===== config.mk =====
export PLATFORM = sky130hd
export DESIGN_NAME = fetch_decode_flat
export DESIGN_NICKNAME = d
export VERILOG_FILES = /design/src/rtl/fetch_decode_if.sv /design/src/rtl/fetch_decode.sv /design/src/flat_wrapper.sv
export SDC_FILE = /design/constraint.sdc
export NUM_CORES = 1
export LEC_CHECK = 0
export CAP_MARGIN = 25
export CORE_AREA = 4 4 88 90
export CTS_CLUSTER_SIZE = 12
export DETAILED_ROUTE_END_ITERATION = 8
export DIE_AREA = 0 0 92 94
export HOLD_SLACK_MARGIN = 0.1
export PLACE_DENSITY = 0.81
export SETUP_SLACK_MARGIN = 0.5
export SYNTH_ARGS = -nofsm -noshare
export SYNTH_HDL_FRONTEND = slang
export SYNTH_SLANG_ARGS = --single-unit

===== constraint.sdc =====
create_clock -name clk -period 2.2 [get_ports clk]
set_input_delay 0.55 -clock clk [delete_from_list [all_inputs] [get_ports clk]]
set_output_delay 0.55 -clock clk [all_outputs]
set_load 0.005 [all_outputs]

===== src/rtl/fetch_decode_if.sv =====
// rtl/fetch_decode_if.sv - PC, instruction memory, stall/completion and decoded-field bundle
// between the CHIP-8 front end (master) and its environment (slave).
interface fetch_decode_if;
    logic [15:0] pc_rd;
    logic [15:0] pc_wr;
    logic        pc_en;
    logic        imem_en;
    logic [11:0] imem_addr;
    logic [15:0] imem_data;
    logic        stall;
    logic        exec_done;
    logic        issue;
    logic [5:0]  decode;
    logic [3:0]  x;
    logic [3:0]  y;
    logic [3:0]  n;
    logic [7:0]  val;
    logic [11:0] addr;
    logic        illegal;

    modport master (
        input  pc_rd, imem_data, stall, exec_done,
        output pc_wr, pc_en, imem_en, imem_addr, issue, decode, x, y, n, val, addr, illegal
    );

    modport slave (
        output pc_rd, imem_data, stall, exec_done,
        input  pc_wr, pc_en, imem_en, imem_addr, issue, decode, x, y, n, val, addr, illegal
    );
endinterface


===== src/rtl/fetch_decode.sv =====
// rtl/fetch_decode.sv - CHIP-8 fetch/decode front end: one instruction in flight,
// PC advanced in DECODE, fields held until the next DECODE.
module fetch_decode (
    input  logic          clk,
    input  logic          rst,
    fetch_decode_if.master bus
);
    typedef enum logic [2:0] {FETCH, WAIT, DECODE, ISSUE, EXEC} state_t;

    state_t      state;
    logic [15:0] ir;
    logic [5:0]  code;

    // The read strobe must appear in the FETCH cycle itself, so it follows stall directly.
    assign bus.imem_en   = (state == FETCH) && !bus.stall && !rst;
    assign bus.imem_addr = bus.imem_en ? bus.pc_rd[11:0] : 12'h000;

    always_comb begin
        code = 6'd0;
        case (ir[15:12])
            4'h0: begin
                if (ir[11:0] == 12'h0E0)      code = 6'd1;
                else if (ir[11:0] == 12'h0EE) code = 6'd2;
            end
            4'h1: code = 6'd3;
            4'h2: code = 6'd4;
            4'h3: code = 6'd5;
            4'h4: code = 6'd6;
            4'h5: if (ir[3:0] == 4'h0) code = 6'd7;
            4'h6: code = 6'd8;
            4'h7: code = 6'd9;
            4'h8: begin
                if (ir[3:0] <= 4'h7)      code = 6'd10 + {2'b00, ir[3:0]};
                else if (ir[3:0] == 4'hE) code = 6'd18;
            end
            4'h9: if (ir[3:0] == 4'h0) code = 6'd19;
            4'hA: code = 6'd20;
            4'hB: code = 6'd21;
            4'hC: code = 6'd22;
            4'hD: code = 6'd23;
            4'hE: begin
                case (ir[7:0])
                    8'h9E:   code = 6'd24;
                    8'hA1:   code = 6'd25;
                    default: code = 6'd0;
                endcase
            end
            default: begin
                // Code 31 is reserved, so Fx29 jumps straight to 32.
                case (ir[7:0])
                    8'h07:   code = 6'd26;
                    8'h0A:   code = 6'd27;
                    8'h15:   code = 6'd28;
                    8'h18:   code = 6'd29;
                    8'h1E:   code = 6'd30;
                    8'h29:   code = 6'd32;
                    8'h33:   code = 6'd33;
                    8'h55:   code = 6'd34;
                    8'h65:   code = 6'd35;
                    default: code = 6'd0;
                endcase
            end
        endcase
    end

    always_ff @(posedge clk) begin
        if (rst) begin
            state       <= FETCH;
            ir          <= 16'h0000;
            bus.pc_wr   <= 16'h0000;
            bus.pc_en   <= 1'b0;
            bus.issue   <= 1'b0;
            bus.illegal <= 1'b0;
            bus.decode  <= 6'd0;
            bus.x       <= 4'h0;
            bus.y       <= 4'h0;
            bus.n       <= 4'h0;
            bus.val     <= 8'h00;
            bus.addr    <= 12'h000;
        end else begin
            bus.pc_en   <= 1'b0;
            bus.issue   <= 1'b0;
            bus.illegal <= 1'b0;
            case (state)
                FETCH: begin
                    if (!bus.stall) state <= WAIT;
                end
                WAIT: begin
                    ir        <= bus.imem_data;
                    bus.pc_en <= 1'b1;
                    bus.pc_wr <= bus.pc_rd + 16'd1;
                    state     <= DECODE;
                end
                DECODE: begin
                    bus.decode <= code;
                    // Bnnn jumps relative to V0, which execute reads through its vx port.
                    bus.x      <= (ir[15:12] == 4'hB) ? 4'h0 : ir[11:8];
                    bus.y      <= ir[7:4];
                    bus.n      <= ir[3:0];
                    bus.val    <= ir[7:0];
                    bus.addr   <= ir[11:0];
                    if (code == 6'd0) begin
                        bus.illegal <= 1'b1;
                        state       <= FETCH;
                    end else begin
                        bus.issue <= 1'b1;
                        state     <= ISSUE;
                    end
                end
                ISSUE: begin
                    state <= bus.exec_done ? FETCH : EXEC;
                end
                EXEC: begin
                    if (bus.exec_done) state <= FETCH;
                end
                default: state <= FETCH;
            endcase
        end
    end
endmodule


===== src/flat_wrapper.sv =====
// flat-port wrapper written by rule: the top's interface ports become plain ports
module fetch_decode_flat 
  (clk, rst, bus_pc_rd, bus_imem_data, bus_stall, bus_exec_done, bus_pc_wr, bus_pc_en, bus_imem_en, bus_imem_addr, bus_issue, bus_decode, bus_x, bus_y, bus_n, bus_val, bus_addr, bus_illegal);
  fetch_decode_if bus_i ();
  input  logic clk;
  input  logic rst;
  input wire logic [$bits(bus_i.pc_rd)-1:0] bus_pc_rd;
  input wire logic [$bits(bus_i.imem_data)-1:0] bus_imem_data;
  input wire logic [$bits(bus_i.stall)-1:0] bus_stall;
  input wire logic [$bits(bus_i.exec_done)-1:0] bus_exec_done;
  output wire logic [$bits(bus_i.pc_wr)-1:0] bus_pc_wr;
  output wire logic [$bits(bus_i.pc_en)-1:0] bus_pc_en;
  output wire logic [$bits(bus_i.imem_en)-1:0] bus_imem_en;
  output wire logic [$bits(bus_i.imem_addr)-1:0] bus_imem_addr;
  output wire logic [$bits(bus_i.issue)-1:0] bus_issue;
  output wire logic [$bits(bus_i.decode)-1:0] bus_decode;
  output wire logic [$bits(bus_i.x)-1:0] bus_x;
  output wire logic [$bits(bus_i.y)-1:0] bus_y;
  output wire logic [$bits(bus_i.n)-1:0] bus_n;
  output wire logic [$bits(bus_i.val)-1:0] bus_val;
  output wire logic [$bits(bus_i.addr)-1:0] bus_addr;
  output wire logic [$bits(bus_i.illegal)-1:0] bus_illegal;
  assign bus_i.pc_rd = bus_pc_rd;
  assign bus_i.imem_data = bus_imem_data;
  assign bus_i.stall = bus_stall;
  assign bus_i.exec_done = bus_exec_done;
  assign bus_pc_wr = bus_i.pc_wr;
  assign bus_pc_en = bus_i.pc_en;
  assign bus_imem_en = bus_i.imem_en;
  assign bus_imem_addr = bus_i.imem_addr;
  assign bus_issue = bus_i.issue;
  assign bus_decode = bus_i.decode;
  assign bus_x = bus_i.x;
  assign bus_y = bus_i.y;
  assign bus_n = bus_i.n;
  assign bus_val = bus_i.val;
  assign bus_addr = bus_i.addr;
  assign bus_illegal = bus_i.illegal;
  fetch_decode u_core (.clk(clk), .rst(rst), .bus(bus_i));
endmodule

Yosys cells after proc, flatten, opt, wreduce, memory -nomap -nowiden:

Cells that the tools add are included.

* input port bits: 36
* output and inout bits: 70
* word-level logic and storage cells: 79
* register bits: 76

* multiplexer cells: 19
* equality and inequality tests: 34
* $add $sub $neg: 2
* reduce and logical (&&, ||, !) cells: 10
* bitwise operators: 1
* order comparisons: 1

Operator list (count)
* one-hot mux 6 bit (15 select lines): 1
* one-hot mux 6 bit (9 select lines): 1
* equality test 4 bit (second input constant): 8
* equality test 12 x 8 -> 1 bit (second input constant): 2
* equality test 8 x 5 -> 1 bit (second input constant): 3
* adder 16 x 1 -> 16 bit (second input constant): 1
* equality test 4 x 3 -> 1 bit (second input constant): 4
* equality test 8 x 6 -> 1 bit (second input constant): 2
* equality test 8 x 7 -> 1 bit (second input constant): 2
* equality test 8 bit (second input constant): 2
* one-hot mux 3 bit (5 select lines): 1
* two-way mux 12 bit: 1
* two-way mux 3 bit: 4
* two-way mux 6 bit: 2
* two-way mux 5 bit: 2
* one-hot mux 5 bit (2 select lines): 1
* equality test 4 x 2 -> 1 bit (second input constant): 2
* equality test 8 x 3 -> 1 bit (second input constant): 1
* equality test 8 x 4 -> 1 bit (second input constant): 1
* logical NOT 4 bit: 2
* equality test 3 x 2 -> 1 bit (second input constant): 2
* logical NOT 6 bit: 1
* adder 4 x 4 -> 5 bit (first input constant): 1
* equality test 4 x 1 -> 1 bit (second input constant): 1
* other kinds (13): 19

Logic depth before layout (Yosys ltp):

Gate-level depths: netlist (run 1).

* word-level depth: 7
* gate-level depth with buffers: 8
* gate-level depth less buffers: 8

Worst setup path after synthesis (run 1):

Ideal clock, no wire load.

* path type: input to output
* start point: input port rst
* end point: output port bus_imem_addr[0]
* data arrival time: 1372 ps
* cell stages on the path: 6
* path buffers: 2
* required time: 1650 ps
* setup slack: 278 ps
* cell sequence: clkbuf_1 -> nor2_1 -> nand2_1 -> nor2_1 -> clkbuf_1 -> and2_1

* cells in the longest elaborated chain, start to end: 3

Ends and longest elaborated chain
* start, declared: RTL line flat_wrapper.sv:6 `input logic rst;`
* logical NOT 1 bit: RTL line fetch_decode.sv:15 `assign bus.imem_en = (state == FETCH) && !bus.stall && !rst;`
* logical AND 1 bit: RTL line fetch_decode.sv:15
* net bus_imem_en: RTL line flat_wrapper.sv:13 `output wire logic [$bits(bus_i.imem_en)-1:0] bus_imem_en;`
* two-way mux 12 bit: RTL line fetch_decode.sv:16 `assign bus.imem_addr = bus.imem_en ? bus.pc_rd[11:0] : 12'h000;`
* end, declared: RTL line flat_wrapper.sv:14 `output wire logic [$bits(bus_i.imem_addr)-1:0] bus_imem_addr;`

The timed path passes the listed nets, and every way through them passes these cells.

Final worst setup path (run 1):

* start point: input port bus_stall
* end point: output port bus_imem_addr[2]

* cells in the longest elaborated chain, start to end: 4

Ends and longest elaborated chain
* start, declared: RTL line flat_wrapper.sv:9 `input wire logic [$bits(bus_i.stall)-1:0] bus_stall;`
* logical NOT 1 bit: RTL line fetch_decode.sv:15
* logical AND 1 bit (2 in series): RTL line fetch_decode.sv:15
* two-way mux 12 bit: RTL line fetch_decode.sv:16

No other way between the ends.

==> impl_metrics.yaml, run 1 <==
cells_and_area:
  utilization: 0.696
  num-nets-final: 580
  final_design_area_no_fill_um2: 4920
  area.growth.synth_to_final_pct: 59.8
  final_cell_count_without_fillers: 646
  antenna-diode-count: 0
  final_cell_mix: "nand2_1, dlygate4sd2_1, buf_4, a21oi_1, nor2_1"
  final_common_cell: "nand2_1"
  drive_gt1_frac: 0.311
worst_hold_path:
  hold-path-cell-count: 2
  holdCritPathClass: "flop to flop"
clock_network:
  ctsRootBufferMaster: "clkbuf_8"
  cts_made_buffers: 9
  clk_latency_ns: 0.34
  tritoncts_clock_tree: "done"
  cts_sinks: 60
  cts_hold_repair.buffers: 0
  cts_max_level: 3
  cts.reportedPaths.clkPinSlew_ns: 0.07
  buffer_depth_of_the_longest_clock_path: 2
sta:
  fin_ws_ns: 0.0358
  period_share: 0.984
  timing_worst_slew_pin_value_ns: 0.611
  holdWs_ns: 0.453
  fmax_ghz: 0.462
  grt_setup_unrepaired: "true"
  slew_viol_final: 0
  setup_viol: 0
  setup_total_negative_slack_ns: 0
  fin_crit_ns: 2.16
  skew_ns: 0.00902
  hold_viol_final: 0
  max_slew_margin: 0.591
logic_synthesis:
  portion_of_the_post_synthesis_area_used_by_sequential_elements: 0.391
  avgSynthCellArea_um2: 7.56
  yosys_most_used_dff: "dfxtp_1"
  postSynthNetCount: 445
  synth_warnings: 0
  synth_area_um2: 3080
  synth_edf_count: 0
  synth_cell_type_count: 45
  postSynth.asyncResetShare: 0
  syn-instance-count: 407
  synth.ff_latch_count: 60
setup_path:
  timing.critical_path.to_type: "primary output"
  critical_path_arrival_ns: 1.61
  cp_slowest_stage_delay_ns: 0.19
  path_cells: "clkdlybuf4s15_1 > nor2_2 > nand2_2 > nor2_4 > buf_4 > buf_6 > buf_6 > and2_4 > buf_6"
  cp.depth: 9
  cp_buf_inv_count: 5
  worst-r2r-cell-count: 8
  required_ns: 1.65
  cp_class: "input pin to primary output"
  cpLargestDelayFamily: "buffers and inverters"
  crit_path_max_fanout: 4
  critPathMostFrequentCell: "buf_6"
  critical_path_start_type: "input pin"
  timing.critical_path.slowest_stage_cell: "clkdlybuf4s15_1"
place:
  placedCellCount: 604
  dpl_worst_slack_ns: -0.383
  place_congestion: 0.899
  io_port_bufs: 105
  detailed_place_hpwl_um: 6400
  placedInstanceArea_um2: 4320
global_routing:
  largest_net_degree_at_the_start_of_global_routing: 60
  grt_util_all_layers: 0.220
  grt_antenna_before_repair: 0
  vias_in_the_first_global_route: 3281
  grt_remaining_overflow: 0
  grt_pass1_wl_um: 15200
drt:
  route.vias.total: 3454
  detail_route.wl_per_cell_um: 15.3
  drt-pass1-iter-count: 5
  detailed_router_s_first_iteration_violation_count: 173
  drcViolationCount: 0
  drtAntennaViolNets: 0
  wirelength_um: 9870
  via_per_inst: 5.35
floorplanning:
  std_cell_rows: 31
  floorplan.die.width_um: 92
  fp.dieH_um: 94
  floorplan.initialDensity: 0.436
  floorplan.die_area_um2: 8650
  placeableCoreArea_um2: 7060
  boundaryPins: 106
power:
  total_leakage_power_nw: 2.13
  worst_ir_drop_vdd_mv: 0.390
  power_per_cell_area_nw_per_um2: 581
  power.total_mw: 2.85
run:
  drv_cap: 0
status:
  status: "complete, no violations"
flip-flops by register name (all words and copies together), names as in the netlist:
name	flops
u_core.bus.pc_wr	16
u_core.bus.decode	6
u_core.bus.illegal	1
u_core.state	3
u_core.bus.addr	12
u_core.bus.pc_en	1
u_core.bus.x	4
u_core.ir	16
u_core.bus.issue	1
cell families after synthesis:
| logic type | count (synthesis) | synth area share |
|---|---|---|
| flip-flops | 60 | 0.391 |
| XOR/XNOR | 14 | 0.0399 |
| AND/OR/NAND/NOR | 194 | 0.298 |
| buffers and inverters | 48 | 0.0850 |
| AO/OA/AOI/OAI | 89 | 0.179 |
| adder cells (fa/ha/maj) | 2 | 0.00814 |
worst min-delay path: stages, from the launching register on:
cell     delay [ns]
dfxtp_1        0.31
nand2_1        0.05
a21oi_1        0.05
cell type report:
class                      count  area (um^2)
fill                         567         2140
multi-input combinational    299         1890
timing repair buffer         168         1460
sequential                    60         1250
clock buffer                  11          131
tap                           99          124
clock inverter                 5         52.6
inverter                       4         15.0
Yosys cell counts, types with 5 or more instances:
cell | count | area [um^2]
nand3_1 | 10 | 50.1
nand2b_1 | 5 | 31.3
o21ai_0 | 6 | 30.0
nor2_1 | 44 | 165
xor2_1 | 10 | 87.6
a21oi_1 | 40 | 200
clkbuf_1 | 17 | 63.8
and2_1 | 13 | 81.3
a211oi_1 | 14 | 105
dfxtp_1 | 60 | 1200
buf_2 | 5 | 25.0
nor3_1 | 7 | 35.0
nor2b_1 | 7 | 43.8
nand4_1 | 6 | 37.5
buf_4 | 20 | 150
nand2_1 | 80 | 300
path summary, 6_finish.rpt:
path | slack [ns] | end | from
worst max-delay path | 0.04 | bus_imem_addr[2] | bus_stall
worst min-delay path | 0.45 | u_core.bus.addr[11] | u_core.bus.addr[11]
worst max register to register | 0.07 | u_core.bus.illegal | u_core.ir[0]
worst min register to register | 0.45 | u_core.bus.addr[11] | u_core.bus.addr[11]
per-layer routing:
layer | track usage | routed length (um)
met1 | 0.219 | 3540
met3 | 0.0873 | 878
met4 | 0.0866 | 351
met5 | 0 | 0
met2 | 0.410 | 5090
timing repair:
item / 4_1_cts / 5_1_grt
resized for setup: 191 / 37
cloned: 1 / 0
buffers inserted: 17 / 8
endpoints found under the setup margin: 89 / 36
pin swaps: 18 / 17
report_power, final:
group	switching, mW	internal (mW)	leakage, nW	total [mW]
logic	0.333	0.347	1.53	0.680
clock network	0.418	0.517	0.0931	0.936
registers	0.0806	1.16	0.502	1.24
Note: power is estimated with default switching activity, not from simulation.
==> inputs of run 2 (changes only) <==
==> constraint.sdc (replaced) <==
create_clock -name clk -period 2.2 [get_ports clk]
set_input_delay 0.66 -clock clk [delete_from_list [all_inputs] [get_ports clk]]
set_output_delay 0.66 -clock clk [all_outputs]
set_load 0.005 [all_outputs]
==> run 2 against run 1 <==
The run now ends with setup timing left. Combinational power rose by 7.4%. Setup slack lost 0.065 ns. First-iteration DRC count up 14%. Via count decreased by 0.49%. Critical endpoint is now bus_imem_addr[10]. Largest power group unchanged. Highest routed layer unchanged.
==> impl_metrics.yaml, run 2 (synthesis gave the netlist of run 1 again) <==
global_routing:
  grt_remaining_overflow: 0
  largest_net_degree_at_the_start_of_global_routing: 60
  grt_util_all_layers: 0.230
  grtUsageMet3: 0.0745
  grt_util_met1: 0.240
  grt_pass1_wl_um: 15800
  vias_in_the_first_global_route: 3358
  grt_antenna_before_repair: 0
  grt.busiest_layer: "met2"
  use_met2: 0.418
floorplanning:
  boundaryPins: 106
  placeableCoreArea_um2: 7060
  floorplan.initialDensity: 0.436
  floorplan.die_area_um2: 8650
  floorplan.die.width_um: 92
  std_cell_rows: 31
  fp.dieH_um: 94
power:
  worst_ir_drop_vdd_mv: 0.372
  power_per_cell_area_nw_per_um2: 604
  total_leakage_power_nw: 2.18
sta:
  grt_setup_unrepaired: "true"
  timing_worst_slew_pin_value_ns: 0.652
  fmax_ghz: 0.449
  hold_viol_final: 0
  setup_viol: 1
  max_slew_margin: 0.564
  fin_ws_ns: -0.0296
  period_share: 1.01
  slew_viol_final: 0
  skew_ns: 0.0164
  fin_crit_ns: 2.23
clock_network:
  cts_max_level: 3
  buffer_depth_of_the_longest_clock_path: 2
  clk_latency_ns: 0.34
  tritoncts_clock_tree: "done"
  cts_made_buffers: 9
  cts_hold_repair.buffers: 0
  cts_sinks: 60
  ctsRootBufferMaster: "clkbuf_8"
  cts.reportedPaths.clkPinSlew_ns: 0.07
place:
  placedCellCount: 604
  placedInstanceArea_um2: 4320
  dpl_worst_slack_ns: -0.630
  io_port_bufs: 105
  place_congestion: 0.898
  detailed_place_hpwl_um: 6320
drt:
  drt-pass1-iter-count: 4
  drtAntennaViolNets: 0
  via_per_inst: 5.32
  drcViolationCount: 0
  detail_route.wl_per_cell_um: 16.0
  detailed_router_s_first_iteration_violation_count: 198
  route.vias.total: 3437
  wirelength_um: 10300
cells_and_area:
  final_cell_count_without_fillers: 646
  drive_gt1_frac: 0.335
  register_area_um2: 1240
  largestRegisters: "u_core.bus.pc_wr (16), u_core.ir (16), u_core.bus.addr (12)"
  final_cell_mix: "nand2_1, dlygate4sd2_1, a21oi_1, buf_4"
  num-nets-final: 580
  multiInputGateArea_um2: 1960
  final.fill_count: 548
  final_common_cell: "nand2_1"
  area.growth.synth_to_final_pct: 64.8
  antenna-diode-count: 0
  final_design_area_no_fill_um2: 5070
worst_hold_path:
  holdCritPathClass: "flop to flop"
run:
  drv_cap: 0
setup_path:
  setup.reg_to_reg.worst_slack_ns: 0.15
  cp_class: "input pin to primary output"
  critical_path_start_type: "input pin"
  crit_path_max_fanout: 3
  timing.critical_path.to_type: "primary output"
  critical_path_arrival_ns: 1.57
  required_ns: 1.54
status:
  status: "finished with violations"
  violations: "setup timing"
==> run 2: where the power goes <==
group	total (mW)	leakage (nW)	switching (mW)	internal (mW)
clock network	1.10	0.113	0.438	0.663
logic	0.730	1.57	0.363	0.367
registers	1.23	0.501	0.0769	1.16
total	3.06	2.18	0.878	2.19
==> run 2: final timing paths <==
path | start | endpoint | cells after the start
hold reg to reg | u_core.bus.addr[11] | u_core.bus.addr[11] | 2
hold / removal | u_core.bus.addr[11] | u_core.bus.addr[11] | 2
setup reg to reg | u_core.ir[1] | u_core.state[1] | 8
setup / recovery | bus_stall | bus_imem_addr[10] | 9
==> run 2: final cells by class <==
class,count,share of cell area
multi-input cells,299,0.386
inverters,4,0.00296
flip-flops and latches,60,0.246
repair buffers,168,0.298
well taps,99,0.0244
clock inverters,5,0.0148
clock buffers,11,0.0279
==> run 2: worst max-delay path, cell delays in order <==
cell and delay [ns]:
buf_6 0.10, nor2_4 0.11, nand2_4 0.07, nor2_4 0.13
buf_6 0.12, buf_6 0.09, buf_6 0.08, and2_4 0.12
buf_6 0.08
==> run 2: stage by stage <==
step,TNS [ns],hold slack (ns),utilization,power (mW)
floorplan,0,0.448,-,1.54
global placement,-8.75,0.445,0.613,1.82
detailed placement,-9.70,0.448,0.613,1.84
CTS,-0.00187,0.455,0.693,2.99
global route,-0.296,0.474,0.718,3.19
finish,-0.0296,0.450,0.718,3.06
==> run 2: timing repair <==
action / in CTS / in global routing
cloned: 1 / 0
endpoints found under the hold margin: 0 / 0
pin swaps: 38 / 22
endpoints found under the setup margin: 91 / 44
resized for setup: 237 / 46
setup buffers: 20 / 5
==> run 2: routing by layer <==
layer / vias to the layer above / wire length, um
met3: 27 / 865
met1: 1607 / 3830
li1: 1657 / -
met5: - / 0
met4: 0 / 260
met2: 146 / 5360
